### config.mk
export PLATFORM = sky130hd
export DESIGN_NAME = max_pool_flat
export DESIGN_NICKNAME = d
export VERILOG_FILES = /design/src/rtl/max_pool_if.sv /design/src/rtl/max_pool.sv /design/src/flat_wrapper.sv
export SDC_FILE = /design/constraint.sdc
export NUM_CORES = 1
export LEC_CHECK = 0
export CORE_ASPECT_RATIO = 1.4
export CORE_MARGIN = 3
export CORE_UTILIZATION = 52
export CTS_BUF_LIST = sky130_fd_sc_hd__clkbuf_16
export DETAILED_ROUTE_END_ITERATION = 7
export PLACE_DENSITY = 0.85
export SLEW_MARGIN = 20
export SYNTH_ARGS = -nofsm -noshare
export SYNTH_HDL_FRONTEND = slang
export SYNTH_SLANG_ARGS = --single-unit
### constraint.sdc
create_clock -name clk -period 3.2 [get_ports clk]
set_clock_uncertainty 0.15 [all_clocks]
set_input_delay 0.8 -clock clk [delete_from_list [all_inputs] [get_ports clk]]
set_output_delay 0.8 -clock clk [all_outputs]
set_load 0.01 [all_outputs]
### src/rtl/max_pool_if.sv
// DRAM-side bus of the max-pool stage: single outstanding read, fire-and-forget write.
interface max_pool_if #(
  parameter int unsigned DATA_WIDTH = 32,
  parameter int unsigned ADDR_WIDTH = 18
);
  logic                  dram_valid;
  logic [DATA_WIDTH-1:0] data_in;
  logic [DATA_WIDTH-1:0] data_out;
  logic [ADDR_WIDTH-1:0] addr_in;
  logic [ADDR_WIDTH-1:0] addr_out;
  logic                  dram_en_wr;
  logic                  dram_en_rd;

  modport master (
    input  dram_valid, data_in,
    output data_out, addr_in, addr_out, dram_en_wr, dram_en_rd
  );

  modport slave (
    output dram_valid, data_in,
    input  data_out, addr_in, addr_out, dram_en_wr, dram_en_rd
  );
endinterface

### src/rtl/max_pool.sv
// Optional ReLU + 2x2/stride-2 max pooling over a channel-major feature map in DRAM.
module max_pool #(
  parameter int unsigned           DATA_WIDTH = 32,
  parameter int unsigned           ADDR_WIDTH = 18,
  parameter int unsigned           IN_WIDTH   = 28,
  parameter int unsigned           IN_HEIGHT  = 28,
  parameter int unsigned           NUM_CHNL   = 6,
  parameter logic [ADDR_WIDTH-1:0] SRC_BASE   = ADDR_WIDTH'(0),
  parameter logic [ADDR_WIDTH-1:0] DST_BASE   = ADDR_WIDTH'(40000),
  parameter bit                    RELU_EN    = 1'b1
) (
  input  logic       clk,
  input  logic       srstn,
  input  logic       enable,
  output logic       done,
  max_pool_if.master bus
);

  localparam int unsigned OW  = IN_WIDTH / 2;
  localparam int unsigned OH  = IN_HEIGHT / 2;
  localparam int unsigned OXW = (OW > 1) ? $clog2(OW) : 1;
  localparam int unsigned OYW = (OH > 1) ? $clog2(OH) : 1;
  localparam int unsigned CHW = (NUM_CHNL > 1) ? $clog2(NUM_CHNL) : 1;

  localparam logic [ADDR_WIDTH-1:0] ROW_STEP  = ADDR_WIDTH'(IN_WIDTH);
  localparam logic [ADDR_WIDTH-1:0] ROW2_STEP = ADDR_WIDTH'(2 * IN_WIDTH);
  localparam logic [ADDR_WIDTH-1:0] CH_STEP   = ADDR_WIDTH'(IN_WIDTH * IN_HEIGHT);

  typedef enum logic [2:0] {IDLE, RD, WAIT, WR, DONE} state_t;

  state_t                state;
  logic [CHW-1:0]        ch;
  logic [OYW-1:0]        oy;
  logic [OXW-1:0]        ox;
  logic [1:0]            k;
  logic [DATA_WIDTH-1:0] mx;
  logic [ADDR_WIDTH-1:0] ch_ptr, row_ptr, win_ptr, dst_ptr;

  logic                  last_ox, last_oy, last_ch;
  logic [ADDR_WIDTH-1:0] nxt_ch_ptr, nxt_row_ptr, nxt_win_ptr;
  logic [DATA_WIDTH-1:0] max_c, pooled_c;

  // Offset of window element kk from the window's top-left word.
  function automatic logic [ADDR_WIDTH-1:0] win_ofs(input logic [1:0] kk);
    return (kk[1] ? ROW_STEP : '0) + ADDR_WIDTH'(kk[0]);
  endfunction

  // Pointer advance to the next window; odd trailing columns/rows are skipped by re-basing from row/channel pointers.
  always_comb begin
    last_ox     = (ox == OXW'(OW - 1));
    last_oy     = (oy == OYW'(OH - 1));
    last_ch     = (ch == CHW'(NUM_CHNL - 1));
    nxt_ch_ptr  = ch_ptr;
    nxt_row_ptr = row_ptr;
    nxt_win_ptr = win_ptr + ADDR_WIDTH'(2);
    if (last_ox) begin
      if (last_oy) begin
        nxt_ch_ptr  = ch_ptr + CH_STEP;
        nxt_row_ptr = nxt_ch_ptr;
      end else begin
        nxt_row_ptr = row_ptr + ROW2_STEP;
      end
      nxt_win_ptr = nxt_row_ptr;
    end
  end

  always_comb begin
    max_c    = ((k == 2'd0) || ($signed(bus.data_in) > $signed(mx))) ? bus.data_in : mx;
    pooled_c = (RELU_EN && max_c[DATA_WIDTH-1]) ? '0 : max_c;
  end

  always_ff @(posedge clk) begin
    if (!srstn) begin
      state          <= IDLE;
      ch             <= '0;
      oy             <= '0;
      ox             <= '0;
      k              <= '0;
      mx             <= '0;
      ch_ptr         <= '0;
      row_ptr        <= '0;
      win_ptr        <= '0;
      dst_ptr        <= '0;
      done           <= 1'b0;
      bus.data_out   <= '0;
      bus.addr_in    <= '0;
      bus.addr_out   <= '0;
      bus.dram_en_rd <= 1'b0;
      bus.dram_en_wr <= 1'b0;
    end else begin
      bus.dram_en_rd <= 1'b0;
      bus.dram_en_wr <= 1'b0;
      case (state)
        IDLE: begin
          done <= 1'b0;
          if (enable) begin
            state          <= RD;
            ch             <= '0;
            oy             <= '0;
            ox             <= '0;
            k              <= '0;
            ch_ptr         <= SRC_BASE;
            row_ptr        <= SRC_BASE;
            win_ptr        <= SRC_BASE;
            dst_ptr        <= DST_BASE;
            bus.addr_in    <= SRC_BASE;
            bus.dram_en_rd <= 1'b1;
          end
        end
        RD: state <= enable ? WAIT : IDLE;
        WAIT: begin
          if (!enable) begin
            state <= IDLE;
          end else if (bus.dram_valid) begin
            mx <= max_c;
            if (k == 2'd3) begin
              state          <= WR;
              bus.dram_en_wr <= 1'b1;
              bus.addr_out   <= dst_ptr;
              bus.data_out   <= pooled_c;
            end else begin
              k              <= k + 2'd1;
              state          <= RD;
              bus.dram_en_rd <= 1'b1;
              bus.addr_in    <= win_ptr + win_ofs(k + 2'd1);
            end
          end
        end
        WR: begin
          if (!enable) begin
            state <= IDLE;
          end else begin
            k       <= '0;
            ox      <= last_ox ? '0 : ox + OXW'(1);
            if (last_ox) oy <= last_oy ? '0 : oy + OYW'(1);
            if (last_ox && last_oy) ch <= ch + CHW'(1);
            ch_ptr  <= nxt_ch_ptr;
            row_ptr <= nxt_row_ptr;
            win_ptr <= nxt_win_ptr;
            dst_ptr <= dst_ptr + ADDR_WIDTH'(1);
            if (last_ox && last_oy && last_ch) begin
              state <= DONE;
              done  <= 1'b1;
            end else begin
              state          <= RD;
              bus.dram_en_rd <= 1'b1;
              bus.addr_in    <= nxt_win_ptr;
            end
          end
        end
        DONE: begin
          if (!enable) begin
            state <= IDLE;
            done  <= 1'b0;
          end
        end
        default: state <= IDLE;
      endcase
    end
  end

endmodule
### src/flat_wrapper.sv
// flat-port wrapper written by rule: the top's interface ports become plain ports
module max_pool_flat 
#(
  parameter int unsigned           DATA_WIDTH = 32,
  parameter int unsigned           ADDR_WIDTH = 18,
  parameter int unsigned           IN_WIDTH   = 28,
  parameter int unsigned           IN_HEIGHT  = 28,
  parameter int unsigned           NUM_CHNL   = 6,
  parameter logic [ADDR_WIDTH-1:0] SRC_BASE   = ADDR_WIDTH'(0),
  parameter logic [ADDR_WIDTH-1:0] DST_BASE   = ADDR_WIDTH'(40000),
  parameter bit                    RELU_EN    = 1'b1
)
  (clk, srstn, enable, done, bus_dram_valid, bus_data_in, bus_data_out, bus_addr_in, bus_addr_out, bus_dram_en_wr, bus_dram_en_rd);
  max_pool_if #(.DATA_WIDTH(DATA_WIDTH), .ADDR_WIDTH(ADDR_WIDTH)) bus_i ();
  input  logic clk;
  input  logic srstn;
  input  logic enable;
  output logic done;
  input wire logic [$bits(bus_i.dram_valid)-1:0] bus_dram_valid;
  input wire logic [$bits(bus_i.data_in)-1:0] bus_data_in;
  output wire logic [$bits(bus_i.data_out)-1:0] bus_data_out;
  output wire logic [$bits(bus_i.addr_in)-1:0] bus_addr_in;
  output wire logic [$bits(bus_i.addr_out)-1:0] bus_addr_out;
  output wire logic [$bits(bus_i.dram_en_wr)-1:0] bus_dram_en_wr;
  output wire logic [$bits(bus_i.dram_en_rd)-1:0] bus_dram_en_rd;
  assign bus_i.dram_valid = bus_dram_valid;
  assign bus_i.data_in = bus_data_in;
  assign bus_data_out = bus_i.data_out;
  assign bus_addr_in = bus_i.addr_in;
  assign bus_addr_out = bus_i.addr_out;
  assign bus_dram_en_wr = bus_i.dram_en_wr;
  assign bus_dram_en_rd = bus_i.dram_en_rd;
  max_pool #(.DATA_WIDTH(DATA_WIDTH), .ADDR_WIDTH(ADDR_WIDTH), .IN_WIDTH(IN_WIDTH), .IN_HEIGHT(IN_HEIGHT), .NUM_CHNL(NUM_CHNL), .SRC_BASE(SRC_BASE), .DST_BASE(DST_BASE), .RELU_EN(RELU_EN)) u_core (.clk(clk), .srstn(srstn), .enable(enable), .done(done), .bus(bus_i));
endmodule
# Word-level counts from Yosys, hierarchy flattened
# Index checks and enable logic that the tools add are counted.
[classes]
multipliers = 0
bitwise = 0
n_div = 0
n_reduce_logical = 21
shifts = 0
eq_ne = 21
n_lt_le_gt_ge = 1
add_sub_neg = 10
mux = 62
[ops]
columns = ["op", "count"]
rows = [
  ["two-way mux 18 bit", 16],
  ["case mux 18 bit (2 select lines)", 4],
  ["case mux 18 bit (3 select lines)", 1],
  ["> comparator 32 bit", 1],
  ["two-way mux 32 bit", 1],
  ["two-way mux 31 bit", 1],
  ["two-way mux 3 bit", 9],
  ["two-way mux 4 bit", 6],
  ["AND reduction 4 bit", 5],
  ["adder 18 x 1 -> 18 bit", 1],
  ["adder 18 x 1 -> 18 bit (second input constant)", 1],
  ["adder 18 x 10 -> 18 bit (second input constant)", 1],
  ["adder 18 bit", 1],
  ["adder 18 x 2 -> 18 bit (second input constant)", 1],
  ["adder 18 x 6 -> 18 bit (second input constant)", 1],
  ["case mux 4 bit (2 select lines)", 2],
  ["case mux 3 bit (5 select lines)", 1],
  ["inequality test 2 bit (second input constant)", 7],
  ["two-way mux 2 bit", 6],
  ["two-way mux 1 bit", 10],
  ["inequality test 2 x 1 -> 1 bit (second input constant)", 5],
  ["AND reduction 5 bit", 2],
  ["AND reduction 3 bit", 3],
  ["adder 4 x 1 -> 4 bit (second input constant)", 2],
  ["other kinds (20)", 27],
]
[word_totals]
latchBits = 0
mem_bits_ro = 0
mem_count = 0
out_inout_bits = 71
in_bits = 36
wordCells = 131
ram_bits = 0
regBits = 191

# Longest topological paths before layout
[depth]
ltp_word = 8
depth_mapped = 12
mapped_depth_nobuf = 10

# Least setup slack after synthesis
# OpenSTA, ideal clock, no wires.
[synth_timing]
path_kind = "input-to-reg"
from = "input bus_data_in[14]"
to = "register u_core.bus.data_out[0]"
arrival_time_ps = 2965
required_ps = 2920
n_path_buf = 1
setup_ps = 130
path_slack_ps = -46
stages = 9
path_cell_list = "ha_1 > a21oi_1 > nand2_1 > a211o_1 > or4_1 > a211o_1 > clkbuf_1 > a221oi_1 > a211oi_2"
[synth_via]
elab_chain_cells = 4
[synth_lines]
columns = ["element", "line_no", "source"]
rows = [
  ["start: declaration", "flat_wrapper.sv:20", "input wire logic [$bits(bus_i.data_in)-1:0] bus_data_in;"],
  ["> comparator 32 bit", "max_pool.sv:68", "max_c = ((k == 2'd0) || ($signed(bus.data_in) > $signed(mx))) ? bus.data_in : mx;"],
  ["logical OR 1 bit", "max_pool.sv:68", ""],
  ["two-way mux 32 bit", "max_pool.sv:68", ""],
  ["two-way mux 31 bit", "max_pool.sv:69", "pooled_c = (RELU_EN && max_c[DATA_WIDTH-1]) ? '0 : max_c;"],
  ["end signal: assignment", "max_pool.sv:120", "bus.data_out <= pooled_c;"],
  ["end: declaration", "max_pool_if.sv:16", "output data_out, addr_in, addr_out, dram_en_wr, dram_en_rd"],
]
# Every way passes these cells.
# A chain may end at the register's enable or synchronous reset.

# Worst setup path in the final report
[layout_timing]
from = "input bus_data_in[31]"
to = "register u_core.bus.data_out[12]"
[layout_via]
elab_chain_cells = 4
[layout_lines]
columns = ["element", "line_no"]
rows = [
  ["> comparator 32 bit", "max_pool.sv:68"],
  ["logical OR 1 bit", "max_pool.sv:68"],
  ["two-way mux 32 bit *", "max_pool.sv:68"],
  ["two-way mux 31 bit *", "max_pool.sv:69"],
]
# Every way passes the cells marked *; elsewhere a longest branch is shown, timed or not.

==> metrics.yaml <==
rsz0062_at_grt: "true"
ys_async_sr_fraction: 0
power_leakage_nw: 4.76
most-common-layout-cells: "nand2_1 (203), dfxtp_1 (186), o21ai_0 (110)"
initial_antenna_violation_count: 0
final.min_clock_period_ns: 3.30
timing.final.hold_violations: 0
antenna-diode-count: 0
maximum_number_of_pins_on_one_net_before_global_route_repair: 81
violations: "negative setup slack"
avgSynthCellArea_um2: 8.04
cts_tree: "yes"
highest_layer: "met4"
wl_met2_um: 15600
max_freq_mhz: 303
initial_util: 0.531
setup_total_negative_slack_ns: -1.10
most_used_flip_flop_cell_after_synthesis: "dfxtp_1"
synth_warnings: 0
result_of_the_run: "finished, violations left"
final_common_cell: "nand2_1"
timing.critical_path.slowest_stage_cell: "or4_4"
timing.final.ws_setup_ns: -0.102
worst_ir_drop_vdd_mv: 0.373
drt-met1-wl_um: 11500
routed_wl_met3_um: 1530
clock_latency_reported_for_the_late_side_of_the_worst_skew_pair_ns: 0.43
detailedPlacementHpwl_um: 19600
hold_path_class: "reg2reg"
fillers: 1509
route.vias.total: 9946
syn-cell-area_um2: 10200
drt_pass1_iterations: 6
setup.worst_path.class: "in2reg"
initialDrtViolationCount: 932
ff_latch_area_um2: 3720
final_setup_violation_count: 39
multiInputGateArea_um2: 6160
first_global_vias: 9653
postSynthRegisterBits: 186
buffer_ports.inserted: 105
layout.core_utilization: 0.666
cts_sinks: 186
ys_types: 52
place_congestion: 0.929
routed_wl_um: 29700
final_antenna_net_count: 0
worst-endpoint-required_ns: 3.36
cp_data_arrival_time_ns: 3.46
post_route_cells_drive_above_1_share: 0.136
global_route.overflow_total: 0
die_h_um: 172
timing.max_slew.rel_slack: 0.654
drt-wirelength-per-cell_um: 18.0
critPathLaunchType: "input port"
clk_pin_slew_ns: 0.08
timing.final.crit_share: 1.03
timing.max_cap.violations: 0
fp.dieArea_um2: 21400
post-route-drc-count: 0
clockRootBuffer: "clkbuf_16"
cts-root-to-sink-buffers: 2
cts_made_buffers: 17
max_slew.worst_pin.slew_ns: 0.519
ioPinCount: 107
synth_nets: 1353
power.density_nw_per_um2: 377
average_vias_per_placed_instance: 6.03
std_cell_rows: 60
htree_levels: 4
max_stage_delay_ns: 0.54
power_mw: 4.83
critical_path_cell_list: "dlygate4sd2_1 -> ha_1 -> nand2b_1 -> a211o_1 -> or4_4 -> a211o_4 -> buf_4 -> a221oi_1 -> a211oi_2"
area_delta_synth_final_pct: 25.5
post_cts_hold_buffer_count: 0
wire_length_of_the_first_global_routing_pass_um: 46800
die_width_um: 124
gr-usage-all-layers: 0.261
endpoint_kind: "register"
synth-seq-area-share: 0.365
fin_nets: 1474
mapped_cells: 1268
synth_edf_count: 0
path_max_fanout: 10
timing_max_transition_violations_final: 0
floorplan.core_area_um2: 19200
[state kept, by name, summed over array words and instances (netlist names)]
signal and cells:
u_core.k 2, u_core.ox 4, u_core.dst_ptr 18, u_core.bus.dram_en_rd 1, u_core.bus.data_out 31, u_core.bus.addr_in 18, u_core.done 1, u_core.bus.addr_out 18
u_core.ch 3, u_core.bus.dram_en_wr 1, u_core.ch_ptr 14, u_core.state 3, u_core.mx 32, u_core.oy 4, u_core.win_ptr 18, u_core.row_ptr 18
[path summary, 6_finish.rpt]
path / from / endpoint / slack [ns] / cells past startpoint
worst max register to register: u_core.k[0] / u_core.bus.data_out[12] / 0.06 / 9
worst max-delay path: bus_data_in[31] / u_core.bus.data_out[12] / -0.10 / 9
worst min register to register: u_core.bus.addr_out[17] / u_core.bus.addr_out[17] / 0.31 / 2
worst min-delay path: u_core.bus.addr_out[17] / u_core.bus.addr_out[17] / 0.31 / 2
[report_power, final]
part           internal (mW)  total (mW)  switching [mW]
clock                   1.09        2.07           0.976
combinational          0.181       0.400           0.219
sequential              2.34        2.36          0.0226
[critical path, delay by kind of cell]
family | cells | cell delay, ns
adder cells (fa/ha/maj) | 1 | 0.34
AND/OR/NAND/NOR | 2 | 0.68
buffers and inverters | 2 | 0.48
AO/OA/AOI/OAI | 4 | 1.15
[what timing repair did]
item / in CTS / in global routing
pin swaps: 8 / 15
endpoints found under the setup margin: 63 / 63
cloned: 2 / 0
gates resized for setup: 18 / 37
buffers inserted: 0 / 2
[kinds of logic after synthesis]
logic type                 after synthesis  share of synthesized area
AOI/OAI and AO/OA                      361                      0.235
xor gates and xnor gates                70                     0.0601
adders and majority gates               49                     0.0601
buffers and inverters                  141                     0.0557
DFF                                    186                      0.365
muxes                                   33                     0.0324
other                                    1                   0.000368
and+or+nand+nor                        427                      0.191
[layout make-up]
cell class                      count  area share
Tap cell                          248      0.0242
Multi-Input combinational cell    941       0.481
Clock inverter                     15      0.0108
Clock buffer                       17      0.0332
Inverter                           50      0.0147
Timing Repair Buffer              193       0.145
Sequential cell                   186       0.291
[layer usage]
metal  up-vias  GRT usage
met2       406      0.486
met3        92     0.0413
li1       4721          -
met5         -          0
met4         0      0.119
met1      4727      0.294
[synthesized netlist by cell type, types with 24 or more instances]
cell type | instances | share of area
nand2_1 | 204 | 0.075
dfxtp_1 | 186 | 0.37
o21ai_0 | 110 | 0.054
a21oi_1 | 91 | 0.045
clkbuf_1 | 83 | 0.031
nor2_1 | 70 | 0.026
inv_1 | 50 | 0.018
ha_1 | 49 | 0.060
nand3_1 | 39 | 0.019
xnor2_1 | 36 | 0.031
a21boi_0 | 34 | 0.025
xor2_1 | 34 | 0.029
a221oi_1 | 33 | 0.028
mux2i_1 | 33 | 0.032
a211oi_2 | 30 | 0.037
nand4_1 | 24 | 0.015
[stage by stage]
| step | hold WS (ns) | setup WS (ns) | cells | cell area [µm²] |
|---|---|---|---|---|
| finish | 0.315 | -0.102 | 1650 | 12800 |
| global route | 0.334 | -0.117 | 1650 | 12800 |
| CTS | 0.317 | 0.00521 | 1648 | 12600 |
| detailed placement | 0.307 | -0.658 | 1614 | 11900 |
| global placement | 0.296 | -0.560 | 1614 | 11900 |
| floorplan | 0.288 | 0.0166 | 1268 | 10200 |
Note: power is estimated with default switching activity, not from simulation.
